## config.mk

```make
export PLATFORM = sky130hd
export DESIGN_NAME = load_writeback_queue_flat
export DESIGN_NICKNAME = d
export VERILOG_FILES = /design/src/rtl/cpu_pkg.sv /design/src/rtl/load_writeback_queue_if.sv /design/src/rtl/rd_tag_fifo.sv /design/src/rtl/load_writeback_queue.sv /design/src/flat_wrapper.sv
export SDC_FILE = /design/constraint.sdc
export NUM_CORES = 1
export LEC_CHECK = 0
export CAP_MARGIN = 0
export CORE_MARGIN = 1
export CORE_UTILIZATION = 30
export DETAILED_ROUTE_END_ITERATION = 8
export MAX_ROUTING_LAYER = met4
export PLACE_DENSITY = 0.74
export REMOVE_ABC_BUFFERS = 1
export SLEW_MARGIN = 20
export SYNTH_ARGS = -nofsm -noshare
export SYNTH_HDL_FRONTEND = slang
export SYNTH_SLANG_ARGS = --single-unit
```

## constraint.sdc

```tcl
create_clock -name clk -period 5.4 [get_ports clk]
set_input_delay 1.62 -clock clk [delete_from_list [all_inputs] [get_ports clk]]
set_output_delay 1.62 -clock clk [all_outputs]
set_load 0.02 [all_outputs]
```

## src/rtl/cpu_pkg.sv

```systemverilog
// Shared CPU types: default register/data widths, register-select and
// data-word typedefs, and the register-file write-port source encoding.
package cpu_pkg;

  localparam int unsigned DATA_W_DEF    = 32;
  localparam int unsigned REG_SEL_W_DEF = 5;

  typedef logic [REG_SEL_W_DEF-1:0] reg_select;
  typedef logic [DATA_W_DEF-1:0]    cpu_word;

  // Who owns the register-file write port this cycle.
  typedef enum logic [1:0] {
    WB_NONE = 2'd0,
    WB_LOAD = 2'd1,
    WB_ALU  = 2'd2
  } wb_src_e;

endpackage

```

## src/rtl/load_writeback_queue_if.sv

```systemverilog
// Bus bundle for the load write-back queue.
// slave : the queue's view (decoder/ALU/memory inputs, register-file and
//         hazard/status outputs).
// master: the surrounding pipeline's view.
interface load_writeback_queue_if #(
  parameter int unsigned DATA_W    = 32,
  parameter int unsigned REG_SEL_W = 5,
  parameter int unsigned DEPTH     = 4
);
  localparam int unsigned CNT_W = $clog2(DEPTH + 1);

  logic                 issueValid;
  logic [REG_SEL_W-1:0] issueRd;
  logic                 issueReady;
  logic                 memRespValid;
  logic [DATA_W-1:0]    memRespData;
  logic                 aluWE;
  logic [REG_SEL_W-1:0] aluRd;
  logic [DATA_W-1:0]    aluData;
  logic                 rfWE;
  logic [REG_SEL_W-1:0] rfRd;
  logic [DATA_W-1:0]    rfData;
  logic                 aluStall;
  logic [REG_SEL_W-1:0] checkRs1;
  logic [REG_SEL_W-1:0] checkRs2;
  logic [REG_SEL_W-1:0] checkRd;
  logic                 hazard;
  logic [CNT_W-1:0]     pendingCount;
  logic                 spuriousResp;

  modport slave (
    input  issueValid, issueRd, memRespValid, memRespData,
           aluWE, aluRd, aluData, checkRs1, checkRs2, checkRd,
    output issueReady, rfWE, rfRd, rfData, aluStall, hazard,
           pendingCount, spuriousResp
  );

  modport master (
    output issueValid, issueRd, memRespValid, memRespData,
           aluWE, aluRd, aluData, checkRs1, checkRs2, checkRd,
    input  issueReady, rfWE, rfRd, rfData, aluStall, hazard,
           pendingCount, spuriousResp
  );

endinterface

```

## src/rtl/rd_tag_fifo.sv

```systemverilog
// Circular buffer of destination-register tags for in-order outstanding loads.
// Ports: clk/reset (async active-low); push/pushRd enqueue a tag; pop retires
// the head; headRd is the oldest tag; full/empty/count report occupancy;
// entryVec exposes {valid, tag} per slot for hazard comparison.
module rd_tag_fifo #(
  parameter int unsigned DEPTH     = 4,
  parameter int unsigned REG_SEL_W = 5
) (
  input  logic                             clk,
  input  logic                             reset,
  input  logic                             push,
  input  logic [REG_SEL_W-1:0]             pushRd,
  input  logic                             pop,
  output logic [REG_SEL_W-1:0]             headRd,
  output logic                             full,
  output logic                             empty,
  output logic [$clog2(DEPTH+1)-1:0]       count,
  output logic [DEPTH*(REG_SEL_W+1)-1:0]   entryVec
);
  localparam int unsigned PTR_W = (DEPTH > 1) ? $clog2(DEPTH) : 1;
  localparam int unsigned CNT_W = $clog2(DEPTH + 1);
  localparam int unsigned ENT_W = REG_SEL_W + 1;

  logic [PTR_W-1:0]     head;
  logic [PTR_W-1:0]     tail;
  logic [DEPTH-1:0]     valid;
  logic [REG_SEL_W-1:0] entry [DEPTH];
  logic                 pushOk;
  logic                 popOk;

  // Explicit wrap so non-power-of-two depths work.
  function automatic logic [PTR_W-1:0] nextPtr(input logic [PTR_W-1:0] p);
    return (p == PTR_W'(DEPTH - 1)) ? '0 : p + 1'b1;
  endfunction

  assign full   = (count == CNT_W'(DEPTH));
  assign empty  = (count == '0);
  assign pushOk = push && !full;
  assign popOk  = pop && !empty;
  assign headRd = entry[head];

  // Pointer, occupancy and slot storage.
  always_ff @(posedge clk or negedge reset) begin
    if (!reset) begin
      head  <= '0;
      tail  <= '0;
      count <= '0;
      valid <= '0;
      for (int i = 0; i < int'(DEPTH); i++) entry[i] <= '0;
    end else begin
      if (pushOk) begin
        entry[tail] <= pushRd;
        valid[tail] <= 1'b1;
        tail        <= nextPtr(tail);
      end
      if (popOk) begin
        valid[head] <= 1'b0;
        head        <= nextPtr(head);
      end
      case ({pushOk, popOk})
        2'b10:   count <= count + 1'b1;
        2'b01:   count <= count - 1'b1;
        default: count <= count;
      endcase
    end
  end

  for (genvar g = 0; g < int'(DEPTH); g++) begin : g_vec
    assign entryVec[g*ENT_W +: ENT_W] = {valid[g], entry[g]};
  end

endmodule

```

## src/rtl/load_writeback_queue.sv

```systemverilog
// Tracks up to DEPTH in-order outstanding loads, arbitrates the single
// register-file write port (load responses beat ALU results), flags RAW/WAW
// hazards against pending loads, and latches responses that arrive with no
// load outstanding.
// Ports: clk; reset (async active-low); bus (slave modport) carries issue,
// memory response, ALU write-back, register-file write, hazard check and
// status (pendingCount, spuriousResp) signals.
module load_writeback_queue
  import cpu_pkg::*;
#(
  parameter int unsigned DATA_W    = DATA_W_DEF,
  parameter int unsigned REG_SEL_W = REG_SEL_W_DEF,
  parameter int unsigned DEPTH     = 4
) (
  input  logic                   clk,
  input  logic                   reset,
  load_writeback_queue_if.slave  bus
);
  localparam int unsigned CNT_W = $clog2(DEPTH + 1);
  localparam int unsigned ENT_W = REG_SEL_W + 1;

  logic                     fifoFull;
  logic                     fifoEmpty;
  logic                     issueAccept;
  logic                     respValid;
  logic [REG_SEL_W-1:0]     headRd;
  logic [CNT_W-1:0]         count;
  logic [DEPTH*ENT_W-1:0]   entryVec;
  logic                     spuriousQ;
  logic                     anyHit;
  wb_src_e                  wbSrc;

  // Readiness depends on current occupancy only; a same-cycle retire does
  // not free a slot for a same-cycle issue.
  assign issueAccept = bus.issueValid && !fifoFull;
  // A response with nothing outstanding never reaches the register file,
  // even if a load is being issued in the same cycle.
  assign respValid   = bus.memRespValid && !fifoEmpty;

  rd_tag_fifo #(
    .DEPTH     (DEPTH),
    .REG_SEL_W (REG_SEL_W)
  ) u_fifo (
    .clk      (clk),
    .reset    (reset),
    .push     (issueAccept),
    .pushRd   (bus.issueRd),
    .pop      (respValid),
    .headRd   (headRd),
    .full     (fifoFull),
    .empty    (fifoEmpty),
    .count    (count),
    .entryVec (entryVec)
  );

  // Write-port arbitration: load write-back wins, ALU is stalled.
  always_comb begin
    wbSrc        = WB_NONE;
    bus.rfWE     = 1'b0;
    bus.rfRd     = bus.aluRd;
    bus.rfData   = bus.aluData;
    bus.aluStall = 1'b0;
    if (respValid) begin
      wbSrc        = WB_LOAD;
      bus.rfRd     = headRd;
      bus.rfData   = bus.memRespData;
      bus.aluStall = bus.aluWE;
    end else if (bus.aluWE) begin
      wbSrc = WB_ALU;
    end
    bus.rfWE = (wbSrc != WB_NONE);
  end

  // Hazard: any valid pending tag matching a decode operand, including a
  // head that is retiring this cycle.
  always_comb begin
    anyHit = 1'b0;
    for (int unsigned i = 0; i < DEPTH; i++) begin
      if (entryVec[i*ENT_W + REG_SEL_W] &&
          ((entryVec[i*ENT_W +: REG_SEL_W] == bus.checkRs1) ||
           (entryVec[i*ENT_W +: REG_SEL_W] == bus.checkRs2) ||
           (entryVec[i*ENT_W +: REG_SEL_W] == bus.checkRd))) begin
        anyHit = 1'b1;
      end
    end
  end

  // Sticky protocol-error flag, cleared only by reset.
  always_ff @(posedge clk or negedge reset) begin
    if (!reset) begin
      spuriousQ <= 1'b0;
    end else if (bus.memRespValid && fifoEmpty) begin
      spuriousQ <= 1'b1;
    end
  end

  assign bus.issueReady   = !fifoFull;
  assign bus.hazard       = anyHit;
  assign bus.pendingCount = count;
  assign bus.spuriousResp = spuriousQ;

endmodule

```

## src/flat_wrapper.sv

```systemverilog
// flat-port wrapper written by rule: the top's interface ports become plain ports
module load_writeback_queue_flat import cpu_pkg::*;
#(
  parameter int unsigned DATA_W    = DATA_W_DEF,
  parameter int unsigned REG_SEL_W = REG_SEL_W_DEF,
  parameter int unsigned DEPTH     = 4
)
  (clk, reset, bus_issueValid, bus_issueRd, bus_memRespValid, bus_memRespData, bus_aluWE, bus_aluRd, bus_aluData, bus_checkRs1, bus_checkRs2, bus_checkRd, bus_issueReady, bus_rfWE, bus_rfRd, bus_rfData, bus_aluStall, bus_hazard, bus_pendingCount, bus_spuriousResp);
  load_writeback_queue_if #(.DATA_W(DATA_W), .REG_SEL_W(REG_SEL_W), .DEPTH(DEPTH)) bus_i ();
  input  logic clk;
  input  logic reset;
  input wire logic [$bits(bus_i.issueValid)-1:0] bus_issueValid;
  input wire logic [$bits(bus_i.issueRd)-1:0] bus_issueRd;
  input wire logic [$bits(bus_i.memRespValid)-1:0] bus_memRespValid;
  input wire logic [$bits(bus_i.memRespData)-1:0] bus_memRespData;
  input wire logic [$bits(bus_i.aluWE)-1:0] bus_aluWE;
  input wire logic [$bits(bus_i.aluRd)-1:0] bus_aluRd;
  input wire logic [$bits(bus_i.aluData)-1:0] bus_aluData;
  input wire logic [$bits(bus_i.checkRs1)-1:0] bus_checkRs1;
  input wire logic [$bits(bus_i.checkRs2)-1:0] bus_checkRs2;
  input wire logic [$bits(bus_i.checkRd)-1:0] bus_checkRd;
  output wire logic [$bits(bus_i.issueReady)-1:0] bus_issueReady;
  output wire logic [$bits(bus_i.rfWE)-1:0] bus_rfWE;
  output wire logic [$bits(bus_i.rfRd)-1:0] bus_rfRd;
  output wire logic [$bits(bus_i.rfData)-1:0] bus_rfData;
  output wire logic [$bits(bus_i.aluStall)-1:0] bus_aluStall;
  output wire logic [$bits(bus_i.hazard)-1:0] bus_hazard;
  output wire logic [$bits(bus_i.pendingCount)-1:0] bus_pendingCount;
  output wire logic [$bits(bus_i.spuriousResp)-1:0] bus_spuriousResp;
  assign bus_i.issueValid = bus_issueValid;
  assign bus_i.issueRd = bus_issueRd;
  assign bus_i.memRespValid = bus_memRespValid;
  assign bus_i.memRespData = bus_memRespData;
  assign bus_i.aluWE = bus_aluWE;
  assign bus_i.aluRd = bus_aluRd;
  assign bus_i.aluData = bus_aluData;
  assign bus_i.checkRs1 = bus_checkRs1;
  assign bus_i.checkRs2 = bus_checkRs2;
  assign bus_i.checkRd = bus_checkRd;
  assign bus_issueReady = bus_i.issueReady;
  assign bus_rfWE = bus_i.rfWE;
  assign bus_rfRd = bus_i.rfRd;
  assign bus_rfData = bus_i.rfData;
  assign bus_aluStall = bus_i.aluStall;
  assign bus_hazard = bus_i.hazard;
  assign bus_pendingCount = bus_i.pendingCount;
  assign bus_spuriousResp = bus_i.spuriousResp;
  load_writeback_queue #(.DATA_W(DATA_W), .REG_SEL_W(REG_SEL_W), .DEPTH(DEPTH)) u_core (.clk(clk), .reset(reset), .bus(bus_i));
endmodule
```

# Word level (Yosys, flattened, before mapping)
# Cells that the tools add are included.
[classes] add_sub_neg=4 mul=0 div=0 order_cmp=7 n_eq_ne=17 shifts=0 muxes=24 bitwise=5 reduce_logical=25
[ops] cell="$eq 5x5->1" count=12
[ops] cell="$mux 32" count=1
[ops] cell="$bwmux 20" count=1
[ops] cell="$mux 5" count=4
[ops] cell="$logic_and 1x1->1" count=12
[ops] cell="$bmux 5 s2" count=1
[ops] cell="$demux 5 s2" count=1
[ops] cell="$logic_or 1x1->1" count=8
[ops] cell="$mux 2" count=4
[ops] cell="$mux 4" count=2
[ops] cell="$mux 1" count=7
[ops] cell="$eq 2x2->1 const B" count=3
[ops] cell="$ge 3x3->1 const B" count=2
[ops] cell="$lt 2x3->1 const B" count=2
[ops] cell="$not 2->3" count=2
[ops] cell="$pmux 3 s2" count=1
[ops] cell="$add 2x1->2 const B" count=2
[ops] cell="$and 4x4->4" count=1
[ops] cell="$demux 1 s2" count=2
[ops] cell="$ge 2x1->1 const B" count=2
[ops] cell="$not 4->4" count=1
[ops] cell="$or 4x4->4" count=1
[ops] cell="$reduce_bool 2->1" count=2
[ops] cell="$add 3x1->3 const B" count=1
[ops] cell="6 further kinds" count=7
[totals] register_bits=32 latchBits=0 ramBits=0 rom_bits=0 inputBits=94 memories=0

# Logic depth before layout (Yosys ltp)
[depth] depth_word=8 ltp_mapped=11

# By module
# A second synthesis with hierarchy kept.
[unflattened] hier_cells=240 hier_area_um2=2672.6
[modules_own_cells] module="rd_tag_fifo" n_inst=1 cells_per_inst=102 area_per_inst_um2=1481.4 seq_area_each_um2=775.7
[modules_own_cells] module="load_writeback_queue" n_inst=1 cells_per_inst=138 area_per_inst_um2=1191.1 seq_area_each_um2=25.0

# Least setup slack after synthesis
# Ideal clock, no wire load.
[synth_timing] kind="input to output" start="in bus_checkRd[0]" end="out bus_hazard" arrival_ps=2542 t_required_ps=3780 setup_slack_ps=1238 path_stages=6 path_buffers=1 path_cell_list="buf_2 xor2_1 nor4_1 nand3_1 nand4_1 nand4bb_1"
[synth_between] elab_chain_cells=7 word_cells_on_any_way=16
[synth_lines] item="start: declaration" line_no="flat_wrapper.sv:21" rtl="input wire logic [$bits(bus_i.checkRd)-1:0] bus_checkRd;"
[synth_lines] item="$eq 5x5->1" line_no="load_writeback_queue.sv:82" rtl="(entryVec[i*ENT_W +: REG_SEL_W] == bus.checkRd))) begin"
[synth_lines] item="$logic_or 1x1->1" line_no="load_writeback_queue.sv:81" rtl="(entryVec[i*ENT_W +: REG_SEL_W] == bus.checkRs2) ||"
[synth_lines] item="$logic_and 1x1->1" line_no="load_writeback_queue.sv:79" rtl="if (entryVec[i*ENT_W + REG_SEL_W] &&"
[synth_lines] item="$mux 1 (3 in series)" line_no="load_writeback_queue.sv:79"
[synth_lines] item="$mux 1 (*)" line_no="load_writeback_queue.sv:79"
[synth_lines] item="end: declaration" line_no="flat_wrapper.sv:27" rtl="output wire logic [$bits(bus_i.hazard)-1:0] bus_hazard;"
# Mark *: on every way between the ends. The rest lies on a longest branch, timed or not.

# Worst setup path after layout
[layout_timing] start="in bus_checkRs1[4]" end="out bus_hazard"
[layout_between] elab_chain_cells=8 word_cells_on_any_way=20
[layout_lines] item="start: declaration" line_no="flat_wrapper.sv:19" rtl="input wire logic [$bits(bus_i.checkRs1)-1:0] bus_checkRs1;"
[layout_lines] item="$eq 5x5->1" line_no="load_writeback_queue.sv:80" rtl="((entryVec[i*ENT_W +: REG_SEL_W] == bus.checkRs1) ||"
[layout_lines] item="$logic_or 1x1->1" line_no="load_writeback_queue.sv:80"
[layout_lines] item="$logic_or 1x1->1" line_no="load_writeback_queue.sv:81"
[layout_lines] item="$logic_and 1x1->1" line_no="load_writeback_queue.sv:79"
[layout_lines] item="$mux 1 (3 in series)" line_no="load_writeback_queue.sv:79"
[layout_lines] item="$mux 1 (*)" line_no="load_writeback_queue.sv:79"
# Marks and branches as above.

==> flow_metrics.env <==
export IMPL_status="completed"
export IMPL_dp_hpwl_um=6962
export IMPL_slowest_delay_ps=530
export IMPL_fp_dieH_um=97.29
export IMPL_power_switching_w=0.0008533
export IMPL_grt_total_usage_pct=19.31
export IMPL_power_density_nw_per_um2=460.6
export IMPL_end_kind="primary output"
export IMPL_async_flop_share_pct=100.0
export IMPL_cts_root_buf="clkbuf_8"
export IMPL_swShare_pct=42.65
export IMPL_synth_cell_types=33
export IMPL_grt_overflow=0
export IMPL_avgSynthCellArea_um2=8.486
export IMPL_netlist_area_leader_share_pct=29.40
export IMPL_syn2layout_area_growth_pct=59.44
export IMPL_hold_viol_final=0
export IMPL_grt_max_degree=40
export IMPL_cp_max_fo=4
export IMPL_clk_latency_ps=290
export IMPL_ys_warn_count=0
export IMPL_sequentialPowerShare_pct=30.1
export IMPL_relSlewSlack_pct=71.18
export IMPL_grt_setup_unrepaired="false"
export IMPL_place_gp_congestion=0.9303
export IMPL_worst_slew_pin_slew_ps=432.2
export IMPL_yosysSeqAreaShare_pct=29.40
export IMPL_wl_per_cell_um=15.42
export IMPL_synth_top_cells_by_count="nand2_1 (117), xor2_1 (42), dfrtp_1 (32)"
export IMPL_crit_slowest_cell="clkdlybuf4s50_1"
export IMPL_synthTopCellsByArea="dfrtp_1 (29%), nand2_1 (16%), xor2_1 (14%)"
export IMPL_crit_chain="clkdlybuf4s50_1 -> xor2_1 -> nor4_1 -> nand3_1 -> nand4_1 -> nand4bb_1 -> dlymetal6s2s_1"
export IMPL_hp_class="flip-flop to flip-flop"
export IMPL_rows=34
export IMPL_grt_first_pass_wirelength_um=14060
export IMPL_cts_buffer_depth=2
export IMPL_skew_ps=5.600
export IMPL_cp_required_ps=3780
export IMPL_crit_path_start_kind="input pin"
export IMPL_leakagePower_nw=1.937
export IMPL_ant_nets=0
export IMPL_finalInstanceArea_um2=4343
export IMPL_critPathKind="input pin to primary output"
export IMPL_antenna_cells=0
export IMPL_numCtsBuffers=5
export IMPL_antenna_found_initial=0
export IMPL_p_clk_share_pct=12.6
export IMPL_drc_errors=0
export IMPL_layout_min_cycle_time_ps=4945
export IMPL_num_vias=2724
export IMPL_setup_viol=0
export IMPL_combPwrFrac_pct=57.3
export IMPL_critPathTopFamily="buffers and inverters"
export IMPL_cts_tree="built"
export IMPL_synthFlopType="dfrtp_1"
export IMPL_fmax_mhz=202.2
export IMPL_max_cap_violations=0
export IMPL_die_area_um2=9464
export IMPL_synth_largest_area_cell="dfrtp_1"
export IMPL_drt_wl_total_um=8759
export IMPL_final_layout_size_suffix_gt1_share_pct=9.565
export IMPL_clkSlewWorstSetupHoldPaths_ps=70
export IMPL_initial_core_util_pct=31.08
export IMPL_arrival_ps=3330
export IMPL_tns_ps=0
export IMPL_ys_seq_elements=32
export IMPL_placed_cell_area_um2=4214
export IMPL_io_pins=139
export IMPL_synth_area_um2=2724
export IMPL_period_share_pct=91.58
export IMPL_synth_edff_count=0
export IMPL_drt_iter0_drc=113
export IMPL_fin_ws_ps=454.7
export IMPL_firstDrtPassIters=4
export IMPL_dp_slack_ps=67.28
export IMPL_cts_sinks=32
export IMPL_htreeDepth=2
export IMPL_ir_drop_v=0.0001272
export IMPL_synthCells=321
export IMPL_nNetsFinal=563
export IMPL_grt_pass1_vias=2779
export IMPL_die_w_um=97.29
export IMPL_portBuffers=138
export IMPL_slew_viol_final=0
export IMPL_p_int_w=0.001147
export IMPL_cp_num_buf_inv=2
export IMPL_vias_per_cell=4.796
export IMPL_fp_coreArea_um2=8763
export IMPL_synth_most_common_cell="nand2_1"
## routing by layer
layer / GRT usage [%] / vias to the layer above / wire (um)
met5: - / - / 0
met4: 6.787 / 0 / 204
met3: 4.460 / 16 / 632
met2: 31.80 / 107 / 4223
met1: 23.23 / 1285 / 3700
li1: - / 1316 / -
## path summary, 6_finish.rpt
kind | from | end | slack [ps] | depth (start not counted)
max reg2reg | u_core.u_fifo.count[0]$_DFFE_PN0P_ | u_core.u_fifo.count[2]$_DFFE_PN0P_ | 3250 | 10
max in group asynchronous | reset | u_core.u_fifo.entryVec[20]$_DFFE_PN0P_ | 3380 | 2
min reg2reg | u_core.bus.spuriousResp$_DFFE_PN0P_ | u_core.bus.spuriousResp$_DFFE_PN0P_ | 470 | 1
min | u_core.bus.spuriousResp$_DFFE_PN0P_ | u_core.bus.spuriousResp$_DFFE_PN0P_ | 470 | 1
max | bus_checkRs1[4] | bus_hazard | 450 | 7
min in group asynchronous | reset | u_core.u_fifo.count[1]$_DFFE_PN0P_ | 1720 | 2
## logic make-up after synthesis
logic type               Yosys count  share of synthesized area (%)
flip-flops                        32                          29.40
adder cells (fa/ha/maj)           10                          4.869
buffers and inverters             21                          4.502
AO/OA/AOI/OAI                     15                          2.848
XOR/XNOR                          63                          20.26
multiplexers                      26                          13.46
AND/OR/NAND/NOR                  154                          24.67
## timing repair
action | CTS | global route
resized for setup | 0 | 1
setup endpoints to repair | 0 | 1
hold buffers | 0 | 0
setup buffers | 0 | 0
## power by group through the flow
stage	sequential (W)	clock [W]	combinational, W
after floorplan	0.000540	0	0.000719
after global placement	0.000592	0	0.00113
after detailed placement	0.000599	0	0.00115
after CTS	0.000595	0.000255	0.00116
after global routing	0.000620	0.000272	0.00124
final	0.000602	0.000253	0.00115
## sequential cells by signal (all words and copies together) (netlist names)
signal / flops
u_core.u_fifo.tail: 2
u_core.u_fifo.valid: 4
u_core.u_fifo.head: 2
u_core.bus.spuriousResp: 1
u_core.u_fifo.entryVec: 20
u_core.u_fifo.count: 3
## cells in the final DEF, fill, tap and decap left out, types with 6 or more instances in the layout
cell type        count
inv_1                7
mux2_2              15
ha_1                 9
dfrtp_1             32
nor4_1               8
a21oi_1              8
xor2_1              42
clkbuf_8             7
nand3_1             12
nand2_1            117
xnor2_1             21
clkdlybuf4s50_1    137
o21ai_0              6
## metrics by stage
step	total power (W)	hold slack (ps)	instances	utilization [%]
after global placement	0.001720	441.8	560	48.09
after CTS	0.002011	471.1	568	49.53
after global routing	0.002135	502.5	568	49.56
after floorplan	0.001259	505.8	309	-
after detailed placement	0.001752	455.7	560	48.09
final	0.002001	470.0	568	49.56
## cell type report
| type | count | area (um2) |
|---|---|---|
| Clock inverter | 1 | 30.03 |
| Tap cell | 108 | 135.1 |
| Inverter | 9 | 33.78 |
| Multi-Input combinational cell | 268 | 1800 |
| Clock buffer | 7 | 96.34 |
| Fill cell | 813 | 4420 |
| Sequential cell | 32 | 800.8 |
| Timing Repair Buffer | 143 | 1446 |
No activity file was read; power rests on OpenSTA's default activity.
